### src/rtl/dac_fifo.sv
// dac_fifo: sample FIFO feeding the dac_c serial DAC controller.
// Read data is registered one cycle after rdreq. On underrun the last
// popped sample is re-presented (IDLE_CODE before any pop) so frame
// timing never stalls.
module dac_fifo #(
  parameter int unsigned    DW        = 16,
  parameter int unsigned    AW        = 4,
  parameter logic [DW-1:0]  IDLE_CODE = 16'h0000
) (
  input  logic          clk,
  input  logic          rst_n,
  input  logic [DW-1:0] wr_data,
  input  logic          wr_en,
  output logic          full,
  output logic          empty,
  output logic [AW:0]   level,
  input  logic          rdreq,
  output logic [DW-1:0] dout,
  output logic          dout_vld,
  output logic          ovf,
  output logic          udf
);

  localparam int unsigned DEPTH = 1 << AW;

  logic [DW-1:0] mem [DEPTH];
  logic [AW-1:0] wptr;
  logic [AW-1:0] rptr;
  logic [AW:0]   level_q;
  logic          wr_acc;
  logic          rd_pop;

  // level never exceeds 2^AW, so its MSB alone marks the full state
  assign full  = level_q[AW];
  assign empty = (level_q == '0);
  assign level = level_q;

  // Accept/pop qualification uses the flags as they stand before the edge
  always_comb begin
    wr_acc = wr_en & ~full;
    rd_pop = rdreq & ~empty;
  end

  // Storage array; contents need no reset
  always_ff @(posedge clk) begin
    if (wr_acc) begin
      mem[wptr] <= wr_data;
    end
  end

  // Pointers, occupancy count, read data and status pulses
  always_ff @(posedge clk or negedge rst_n) begin
    if (!rst_n) begin
      wptr     <= '0;
      rptr     <= '0;
      level_q  <= '0;
      dout     <= IDLE_CODE;
      dout_vld <= 1'b0;
      ovf      <= 1'b0;
      udf      <= 1'b0;
    end else begin
      if (wr_acc) begin
        wptr <= wptr + AW'(1);
      end
      if (rd_pop) begin
        rptr <= rptr + AW'(1);
        dout <= mem[rptr];
      end
      case ({wr_acc, rd_pop})
        2'b10:   level_q <= level_q + (AW+1)'(1);
        2'b01:   level_q <= level_q - (AW+1)'(1);
        default: level_q <= level_q;
      endcase
      dout_vld <= rdreq;
      ovf      <= wr_en & full;
      udf      <= rdreq & empty;
    end
  end

endmodule

### config.mk
export PLATFORM = sky130hd
export DESIGN_NAME = dac_fifo
export DESIGN_NICKNAME = d
export VERILOG_FILES = /design/src/rtl/dac_fifo.sv
export SDC_FILE = /design/constraint.sdc
export NUM_CORES = 1
export LEC_CHECK = 0
export BUFFER_PORTS_ARGS = -buffer_cell sky130_fd_sc_hd__clkbuf_2
export CAP_MARGIN = 20
export CELL_PAD_IN_SITES_DETAIL_PLACEMENT = 0
export CELL_PAD_IN_SITES_GLOBAL_PLACEMENT = 1
export CORE_ASPECT_RATIO = 0.6
export CORE_MARGIN = 2
export CORE_UTILIZATION = 35
export CTS_BUF_LIST = sky130_fd_sc_hd__clkbuf_8
export DETAILED_ROUTE_END_ITERATION = 16
export PLACE_DENSITY_LB_ADDON = 0.1
export SYNTH_ARGS = -nofsm -noshare
export SYNTH_HDL_FRONTEND = slang
export SYNTH_SLANG_ARGS = --single-unit
### constraint.sdc
create_clock -name clk -period 3.1 [get_ports clk]
set_clock_uncertainty 0.2 [all_clocks]
set_input_delay 0.465 -clock clk [delete_from_list [all_inputs] [get_ports clk]]
set_output_delay 0.465 -clock clk [all_outputs]
set_load 0.01 [all_outputs]
==> results.json, run 1 <==
{
  "dpl_cell_area_sq_um": 12070,
  "antenna_left": 0,
  "vias_per_cell": 4.946,
  "ys_seq_area_frac": 0.7637,
  "num_vias": 5366,
  "finalSetupTns_ns": 0,
  "final_layout_size_suffix_gt1_frac": 0.3154,
  "fmax_ghz": 0.3413,
  "final_cell_area_sq_um": 12870,
  "synth-async-reset-ratio": 0.1111,
  "tightest_slew_ns": 0.9578,
  "rsz0062_at_grt": "false",
  "wirelength_um": 25260,
  "die_area_sq_um": 33240,
  "required_ns": 3.34,
  "ios": 46,
  "synth_cell_type_count": 33,
  "power_density_nw_per_um2": 855.7,
  "cp.arrival_ns": 3.17,
  "hold_class": "in2async",
  "die_h_um": 142.0,
  "remaining_drc_errors": 0,
  "critPathTopFamily": "simple AND/OR/NAND/NOR gates",
  "grt_use_total": 0.1591,
  "outcome": "finished clean",
  "r2r-end": "level[4]",
  "wl_per_cell_um": 23.28,
  "cp_num_buf_inv": 1,
  "clkTransAtPathRegs_ns": 0.06,
  "drtIter0Drc": 332,
  "diodes": 0,
  "cpMaxStageDelayCell": "or4_4",
  "place_inst": 1003,
  "min_period_over_period": 0.9451,
  "pre_cts_slack_ns": 0.1109,
  "place_congestion": 0.7619,
  "clockBufferDepth": 3,
  "leakagePower_nw": 4.370,
  "report.final.slew_viol_count": 0,
  "place.port_buffers": 45,
  "area_delta_synth_final_pct": 15.79,
  "clk-insertion-delay-late_ns": 0.56,
  "endpoint_kind": "flop",
  "core_area_sq_um": 31220,
  "initial_utilization": 0.3560,
  "rr_worst_depth": 10,
  "r2r_start": "level[2]",
  "cts_max_level": 2,
  "gr-total-overflow": 0,
  "relSlewSlack": 0.3615,
  "fin_ws_ns": 0.1701,
  "cts_setup_buffers": 0,
  "syn-num-nets": 570,
  "cp_cell_sequence": "or4_4 > o21ai_4 > inv_2 > ha_1 > ha_1 > nor2b_1 > o21ai_2 > a21oi_1 > or3b_1 > xnor2_1",
  "ff2ff_setup_slack_ns": 0.17,
  "fp.dieW_um": 234.1,
  "ys_ff_latch": 288,
  "synthCells": 540,
  "first_global_vias": 5825,
  "period_minus_slack_ns": 2.930,
  "grt_max_degree": 34,
  "hold_viol": 0,
  "cp_common_cell": "ha_1",
  "final_cells": 1085,
  "avgSynthCellArea_sq_um": 20.58,
  "syn_area_sq_um": 11110,
  "core.rowCount": 50,
  "cts_buffers": 44,
  "clock_sinks": 288,
  "max_stage_delay_ns": 0.52,
  "antenna_found_initial": 0,
  "cts_tree": "yes",
  "ir_drop_v": 0.0002971,
  "crit_fanout": 5,
  "synth_edf_count": 256,
  "yosys_warnings": 0,
  "final-setup-viol-count": 0,
  "drv_cap": 0,
  "path_class": "reg2reg",
  "dp.final_hpwl_um": 15550,
  "grt_pass1_wl_um": 37820,
  "ys.flop_type": "edfxtp_1",
  "drt_first_pass_iters": 5,
  "finalNetCount": 667,
  "clockRootBuffer": "clkbuf_8",
  "worst_setup_path_start_kind": "flop"
}
cells in the mapped netlist (2+ instances only):
library cell  number  area share
o21ai_1           16      0.0072
o21ai_0            3      0.0014
nor2_1            13      0.0044
and2_1             2      0.0011
o221ai_1          15       0.012
nand2b_1           3      0.0017
buf_2              7      0.0032
mux4_2            64        0.13
nand4_1            2      0.0011
xnor2_1            8      0.0063
clkbuf_1          10      0.0034
xor2_1             2      0.0016
nand2_1           45       0.015
mux2i_1           16       0.014
buf_4              4      0.0027
buf_6              5      0.0051
nor3_1             4      0.0018
ha_1               9       0.010
nor2b_1            2      0.0011
inv_1              7      0.0024
a21oi_1            2     0.00090
buf_1              4      0.0014
edfxtp_1         256        0.69
dfrtp_1           32       0.072
flip-flops by register name, summed over array words and instances, names as in the netlist:
name	count
dout_vld	1
udf	1
ovf	1
level	5
dout	16
rptr	4
mem	256
wptr	4
cells by family (layout without fill, tap and decap cells):
logic type	count (synthesis)	after routing	share of synthesized area
flops	288	288	0.7637
mux	81	81	0.1465
simple gates	75	75	0.02893
compound gates	38	38	0.02274
fa+ha+maj	10	10	0.01193
xor+xnor	10	10	0.007881
buf+inv	38	167	0.01835
layout by cell type (no fill, tap or decap), types with 3 or more instances in the layout:
cell type        n
buf_12           7
buf_4           26
clkbuf_2        45
clkbuf_8        45
clkinv_1        15
dfrtp_1         30
dlygate4sd3_1    3
edfxtp_1       256
ha_1             9
inv_1           23
mux2i_1         16
mux4_2          64
nand2_1         45
nand2b_1         3
nor2_2          12
nor3_2           4
o21ai_0          3
o21ai_1         15
o221ai_1        15
xnor2_1          8
final cells by class:
type | instances | area [sq um]
fill | 2787 | 18350
sequential | 288 | 8496
multi-input combinational | 214 | 2487
clock buffer | 45 | 619.3
timing repair buffer | 81 | 590.6
tap | 416 | 520.5
clock inverter | 33 | 126.4
inverter | 8 | 30.03
report_power, final:
part,total (W),switching (W),leakage [nW],internal (W)
clock network,0.00275,0.00141,0.440,0.00134
registers,0.00494,0.000287,2.69,0.00466
logic,0.00332,0.00179,1.24,0.00153
total,0.0110,0.00349,4.37,0.00753
worst reg2reg max path, stage by stage, from the launching register on:
cell,delay (ns)
dfrtp_1,0.43
or4_4,0.52
o21ai_4,0.15
inv_2,0.08
ha_1,0.24
ha_1,0.33
nor2b_1,0.15
o21ai_2,0.14
a21oi_1,0.08
or3b_1,0.36
xnor2_1,0.13
repair_timing:
item,4_1_cts,5_1_grt
resized for setup,0,2
hold buffers,3,0
hold endpoints to repair,35,0
setup endpoints to repair,0,1
per-layer routing:
| layer | track usage | part of all wire | routed length, um |
|---|---|---|---|
| met1 | 0.2290 | 0.48 | 12150 |
| met4 | 0.04963 | 0.020 | 495 |
| met2 | 0.2427 | 0.46 | 11660 |
| met5 | 0 | 0 | 0 |
| met3 | 0.03425 | 0.038 | 961 |
worst max path at each step:
stage,startpoint,to,slack [ns],cells after the start
after floorplan,level[0],level[4],0.1,10
after global placement,level[2],level[4],0.13,10
after detailed placement,level[2],level[4],0.11,10
after CTS,level[2],level[4],0.10,10
after global routing,level[0],level[4],0.05,10
final,level[2],level[4],0.17,10
metrics by stage:
stage | hold slack [ns] | util | power [W]
2_1_floorplan | -0.03059 | - | 0.007186
3_3_place_gp | 0.2698 | 0.3865 | 0.008376
3_5_place_dp | 0.2749 | 0.3865 | 0.008426
4_1_cts | 0.08079 | 0.4114 | 0.01122
5_1_grt | 0.07600 | 0.4123 | 0.01163
6_report | 0.07502 | 0.4123 | 0.01101
Power figures use the tool's default switching activity.
==> inputs of run 2 (changes only) <==
- clock period: 3.1 -> 3.7 ns (I/O delays scaled with it)
==> run 2 against run 1 <==
  * Cell area hardly changed
  * Wire length fell by 1.7%
  * Via count increased by 0.43%
  * First-iteration DRC count grew 8.1%
  * Clock-buffer cell count is 3 higher
  * Fmax is 4.6% lower
==> results.json, run 2 (synthesized netlist as in run 1, its figures left out) <==
{
  "outcome": "finished clean",
  "hold_viol": 0,
  "gr-total-overflow": 0,
  "largest_register_ffs": 256,
  "die_h_um": 142.0,
  "core_area_sq_um": 31220,
  "antenna_found_initial": 0,
  "grt_max_degree": 38,
  "remaining_drc_errors": 0,
  "drt_first_pass_iters": 4,
  "fp.dieW_um": 234.1,
  "cp_common_cell": "ha_1",
  "path_class": "reg2reg",
  "dp.final_hpwl_um": 15190,
  "finalSetupTns_ns": 0,
  "fmax_ghz": 0.3258,
  "final_cells": 1086,
  "drv_cap": 0,
  "ir_drop_v": 0.0002722,
  "clockBufferDepth": 3,
  "cts_resized": 0,
  "clock_sinks": 288,
  "regMostFlops": "mem",
  "final_common_cell": "edfxtp_1",
  "ios": 46,
  "final_cell_mix": "edfxtp_1, mux4_2, clkbuf_8",
  "clkTransAtPathRegs_ns": 0.07,
  "intPower_w": 0.006378,
  "wl_per_cell_um": 22.86,
  "crit_fanout": 5,
  "p_clk_frac": 0.269,
  "grt_use_total": 0.1571,
  "place_congestion": 0.7528,
  "grt_pass1_wl_um": 37350,
  "worst_setup_path_start_kind": "flop",
  "endpoint_kind": "flop",
  "clockRootBuffer": "clkbuf_8",
  "die_area_sq_um": 33240,
  "cpMaxStageDelayCell": "or4_1",
  "worst_hold_slack_ns": 0.1765,
  "final_layout_size_suffix_gt1_frac": 0.3269,
  "first_global_vias": 5794,
  "area_delta_synth_final_pct": 15.77,
  "finalNetCount": 665,
  "hold_class": "in2async",
  "cts_buffers": 44,
  "cp_cell_sequence": "or4_1 > o21ai_4 > inv_2 > ha_1 > ha_1 > nor2b_1 > o21ai_1 > a21oi_1 > or3b_1 > xnor2_1",
  "cts_setup_buffers": 0,
  "diodes": 0,
  "cts_max_level": 2,
  "antenna_left": 0,
  "place_inst": 1001,
  "required_ns": 3.94,
  "min_period_over_period": 0.8296,
  "report.final.slew_viol_count": 0,
  "relSlewSlack": 0.2958,
  "rsz0062_at_grt": "false",
  "p_sw_frac": 0.3138,
  "initial_utilization": 0.3560,
  "vias_per_cell": 4.962,
  "final-setup-viol-count": 0,
  "power_density_nw_per_um2": 722.3,
  "leakagePower_nw": 4.377,
  "sequentialPowerShare": 0.462,
  "wirelength_um": 24820,
  "combPwrFrac": 0.269,
  "tightest_slew_ns": 1.056,
  "cp.arrival_ns": 3.31,
  "clk-insertion-delay-late_ns": 0.58,
  "power_switching_w": 0.002916,
  "place.port_buffers": 45,
  "core.rowCount": 50,
  "max_stage_delay_ns": 0.63,
  "num_vias": 5389,
  "cts_tree": "yes",
  "drtIter0Drc": 359,
  "period_minus_slack_ns": 3.070
}
-- run 2: path summary, 6_finish.rpt --
kind | startpoint | end | slack, ns | cells after the start
setup / recovery | level[0] | level[4] | 0.63 | 10
hold / removal | rst_n | dout[12] | 0.18 | 2
setup reg to reg | level[0] | level[4] | 0.63 | 10
hold reg to reg | dout[2] | dout[2] | 0.29 | 2
max in group asynchronous | rst_n | rptr[1] | 2.65 | 3
min in group clk | wr_data[12] | mem[12][12] | 0.20 | 1
-- run 2: metal layers --
metal / up-vias / GRT usage / routed length (um)
met5: - / 0 / 0
met4: 0 / 0.04530 / 368
met3: 36 / 0.03345 / 862
met2: 96 / 0.2465 / 11850
met1: 2879 / 0.2218 / 11740
li1: 2378 / - / -
-- run 2: critical path: cells and delay by family (launching register included) --
kind / cells / cell delay [ns]
fa+ha+maj: 2 / 0.58
xor+xnor: 1 / 0.13
flops: 1 / 0.43
buf+inv: 1 / 0.08
simple gates: 3 / 1.14
compound gates: 3 / 0.40
-- run 2: area by class of cell --
cell class / instances / area, sq um
Inverter: 8 / 30.03
Clock inverter: 33 / 167.7
Clock buffer: 48 / 660.6
Timing Repair Buffer: 79 / 513.0
Sequential cell: 288 / 8496
Multi-Input combinational cell: 214 / 2480
Tap cell: 416 / 520.5
Fill cell: 2821 / 18350
-- run 2: timing repair --
item                                    in CTS  in global routing
endpoints found under the setup margin       0                  0
hold buffers                                 3                  0
endpoints found under the hold margin       34                  0
-- run 2: stage by stage --
step / total power (W) / instance area [sq um] / worst slack (ns) / utilization
2_1_floorplan: 0.006021 / 11110 / 0.6990 / -
3_3_place_gp: 0.006919 / 11990 / 0.6631 / 0.3840
3_5_place_dp: 0.006944 / 11990 / 0.6488 / 0.3840
4_1_cts: 0.009490 / 12850 / 0.6327 / 0.4115
5_1_grt: 0.009838 / 12870 / 0.4651 / 0.4122
6_report: 0.009295 / 12870 / 0.6304 / 0.4122
-- run 2: power groups by stage --
stage | Clock (W) | Sequential (W) | Combinational, W
after floorplan | 0 | 0.00414 | 0.00188
after detailed placement | 0 | 0.00439 | 0.00255
after global routing | 0.00275 | 0.00437 | 0.00273
after global placement | 0 | 0.00437 | 0.00255
after CTS | 0.00260 | 0.00432 | 0.00257
final | 0.00250 | 0.00430 | 0.00250
==> inputs of run 3 (changes only) <==
- clock period: 3.7 -> 2.9 ns (I/O delays scaled with it)
==> run 3 against run 2 <==
  * Critical path depth unchanged
  * Non-clock buffer count increased by 17
  * Critical path type unchanged
  * Flip-flop and latch count did not move
  * Critical endpoint unchanged
==> results.json, run 3 (synthesized netlist as in run 1, its figures left out) <==
{
  "outcome": "finished clean",
  "required_ns": 3.14,
  "hold_class": "in2reg",
  "cp.arrival_ns": 3.01,
  "grt_use_total": 0.1613,
  "final_cell_mix": "edfxtp_1, mux4_2, clkbuf_8",
  "place_inst": 1019,
  "grt_pass1_wl_um": 37830,
  "cts_buffers": 45,
  "wirelength_um": 25620,
  "clockRootBuffer": "clkbuf_8",
  "vias_per_cell": 4.947,
  "antenna_left": 0,
  "regMostFlops": "mem",
  "final_common_cell": "edfxtp_1",
  "hold_viol": 0,
  "initial_utilization": 0.3560,
  "final-setup-viol-count": 0,
  "tightest_slew_ns": 0.5718,
  "path_depth": 10,
  "core_area_sq_um": 31220,
  "gr-total-overflow": 0,
  "rr_worst_depth": 10,
  "grt_max_degree": 34,
  "finalSetupTns_ns": 0,
  "fmax_ghz": 0.3617,
  "endpoint_kind": "flop",
  "drv_cap": 0,
  "drt_first_pass_iters": 4,
  "area_delta_synth_final_pct": 16.59,
  "cp_num_buf_inv": 1,
  "die_h_um": 142.0,
  "clkTransAtPathRegs_ns": 0.06,
  "final_cells": 1100,
  "final_layout_size_suffix_gt1_frac": 0.3363,
  "worst_setup_path_start_kind": "flop",
  "r2r_start": "level[2]",
  "r2r-end": "level[4]",
  "diodes": 0,
  "leakagePower_nw": 4.447,
  "fillers": 2792,
  "place_congestion": 0.6936,
  "antenna_found_initial": 0,
  "drtIter0Drc": 346,
  "clockBufferDepth": 3,
  "report.final.slew_viol_count": 0,
  "worst_hold_slack_ns": 0.1088,
  "cts_tree": "yes",
  "core.rowCount": 50,
  "period_minus_slack_ns": 2.765,
  "fp.dieW_um": 234.1,
  "finalNetCount": 683,
  "first_global_vias": 5757,
  "power_density_nw_per_um2": 926.7,
  "cpMaxStageDelayCell": "or4_4",
  "cp_cell_sequence": "or4_4 > o21ai_4 > inv_2 > ha_4 > ha_4 > nor2b_2 > o21ai_2 > a21oi_1 > or3b_1 > xnor2_1",
  "cts_setup_buffers": 0,
  "min_period_over_period": 0.9534,
  "path_class": "reg2reg",
  "min_from": "wr_data[13]",
  "relSlewSlack": 0.6188,
  "fin_ws_ns": 0.1351,
  "num_vias": 5442,
  "ir_drop_v": 0.0003803,
  "hold-path-endpoint": "mem[7][13]",
  "critPathTopFamily": "simple AND/OR/NAND/NOR gates",
  "dp.final_hpwl_um": 16050,
  "cp_common_cell": "ha_4",
  "largest_register_ffs": 256,
  "max_stage_delay_ns": 0.56,
  "clock_sinks": 288,
  "remaining_drc_errors": 0,
  "place.port_buffers": 45,
  "rsz0062_at_grt": "false",
  "hold_depth": 1,
  "die_area_sq_um": 33240,
  "cts_max_level": 2,
  "wl_per_cell_um": 23.29,
  "pre_cts_slack_ns": 0.08311,
  "clk-insertion-delay-late_ns": 0.56,
  "ff2ff_setup_slack_ns": 0.14,
  "ios": 46,
  "crit_fanout": 4
}
==> run 3: cell count changes in the layout (fill, tap and decap cells not counted), moves of 2 or more <==
cell | previous run | this run
buf_4 | 29 | 47
clkinv_2 | 8 | 6
clkinvlp_4 | 2 | 0
ha_1 | 9 | 7
ha_4 | 0 | 2
nor2_1 | 1 | 11
nor2_2 | 12 | 2
==> run 3: power breakdown <==
group / switching (W) / internal [W] / total (W)
registers: 0.000375 / 0.00498 / 0.00535
logic: 0.00189 / 0.00169 / 0.00358
clock network: 0.00153 / 0.00155 / 0.00308
==> run 3: how the worst max path moves through the flow <==
stage / from / to / slack, ns
floorplan: level[2] / level[4] / 0.03
global placement: level[2] / level[4] / 0.14
detailed placement: level[2] / level[4] / 0.08
CTS: level[2] / level[4] / 0.07
global route: level[2] / level[4] / 0.03
finish: level[2] / level[4] / 0.14
==> run 3: through the flow <==
stage | util | instance area, sq um | power [W]
floorplan | - | 11140 | 0.007709
detailed placement | 0.3882 | 12120 | 0.009081
global placement | 0.3882 | 12120 | 0.009017
finish | 0.4151 | 12960 | 0.01201
CTS | 0.4145 | 12940 | 0.01221
global route | 0.4151 | 12960 | 0.01273
==> run 3: metal layers <==
layer  track usage  wire length [um]
met1        0.2380             12280
met2        0.2417             11540
met3       0.03646              1408
met4       0.04264               391
met5             0                 0
==> run 3: layout make-up <==
cell class,count,area [sq um],share of cell area
inverter,8,30.03,0.002317
clock buffer,49,674.4,0.05204
clock inverter,29,116.4,0.008979
sequential,288,8497,0.6557
tap,416,520.5,0.04017
timing repair buffer,96,628.1,0.04847
multi-input combinational,214,2492,0.1923
==> run 3: what timing repair did <==
action,4_1_cts,5_1_grt
resized for setup,0,5
hold buffers,3,0
setup endpoints to repair,0,1
endpoints found under the hold margin,20,0
==> run 3: worst register-to-register path: stages, from the launching register on <==
cell and delay, ns:
dfrtp_1 0.39, or4_4 0.56, o21ai_4 0.17, inv_2 0.07, ha_4 0.18, ha_4 0.22
nor2b_2 0.15, o21ai_2 0.14, a21oi_1 0.08, or3b_1 0.36, xnor2_1 0.13
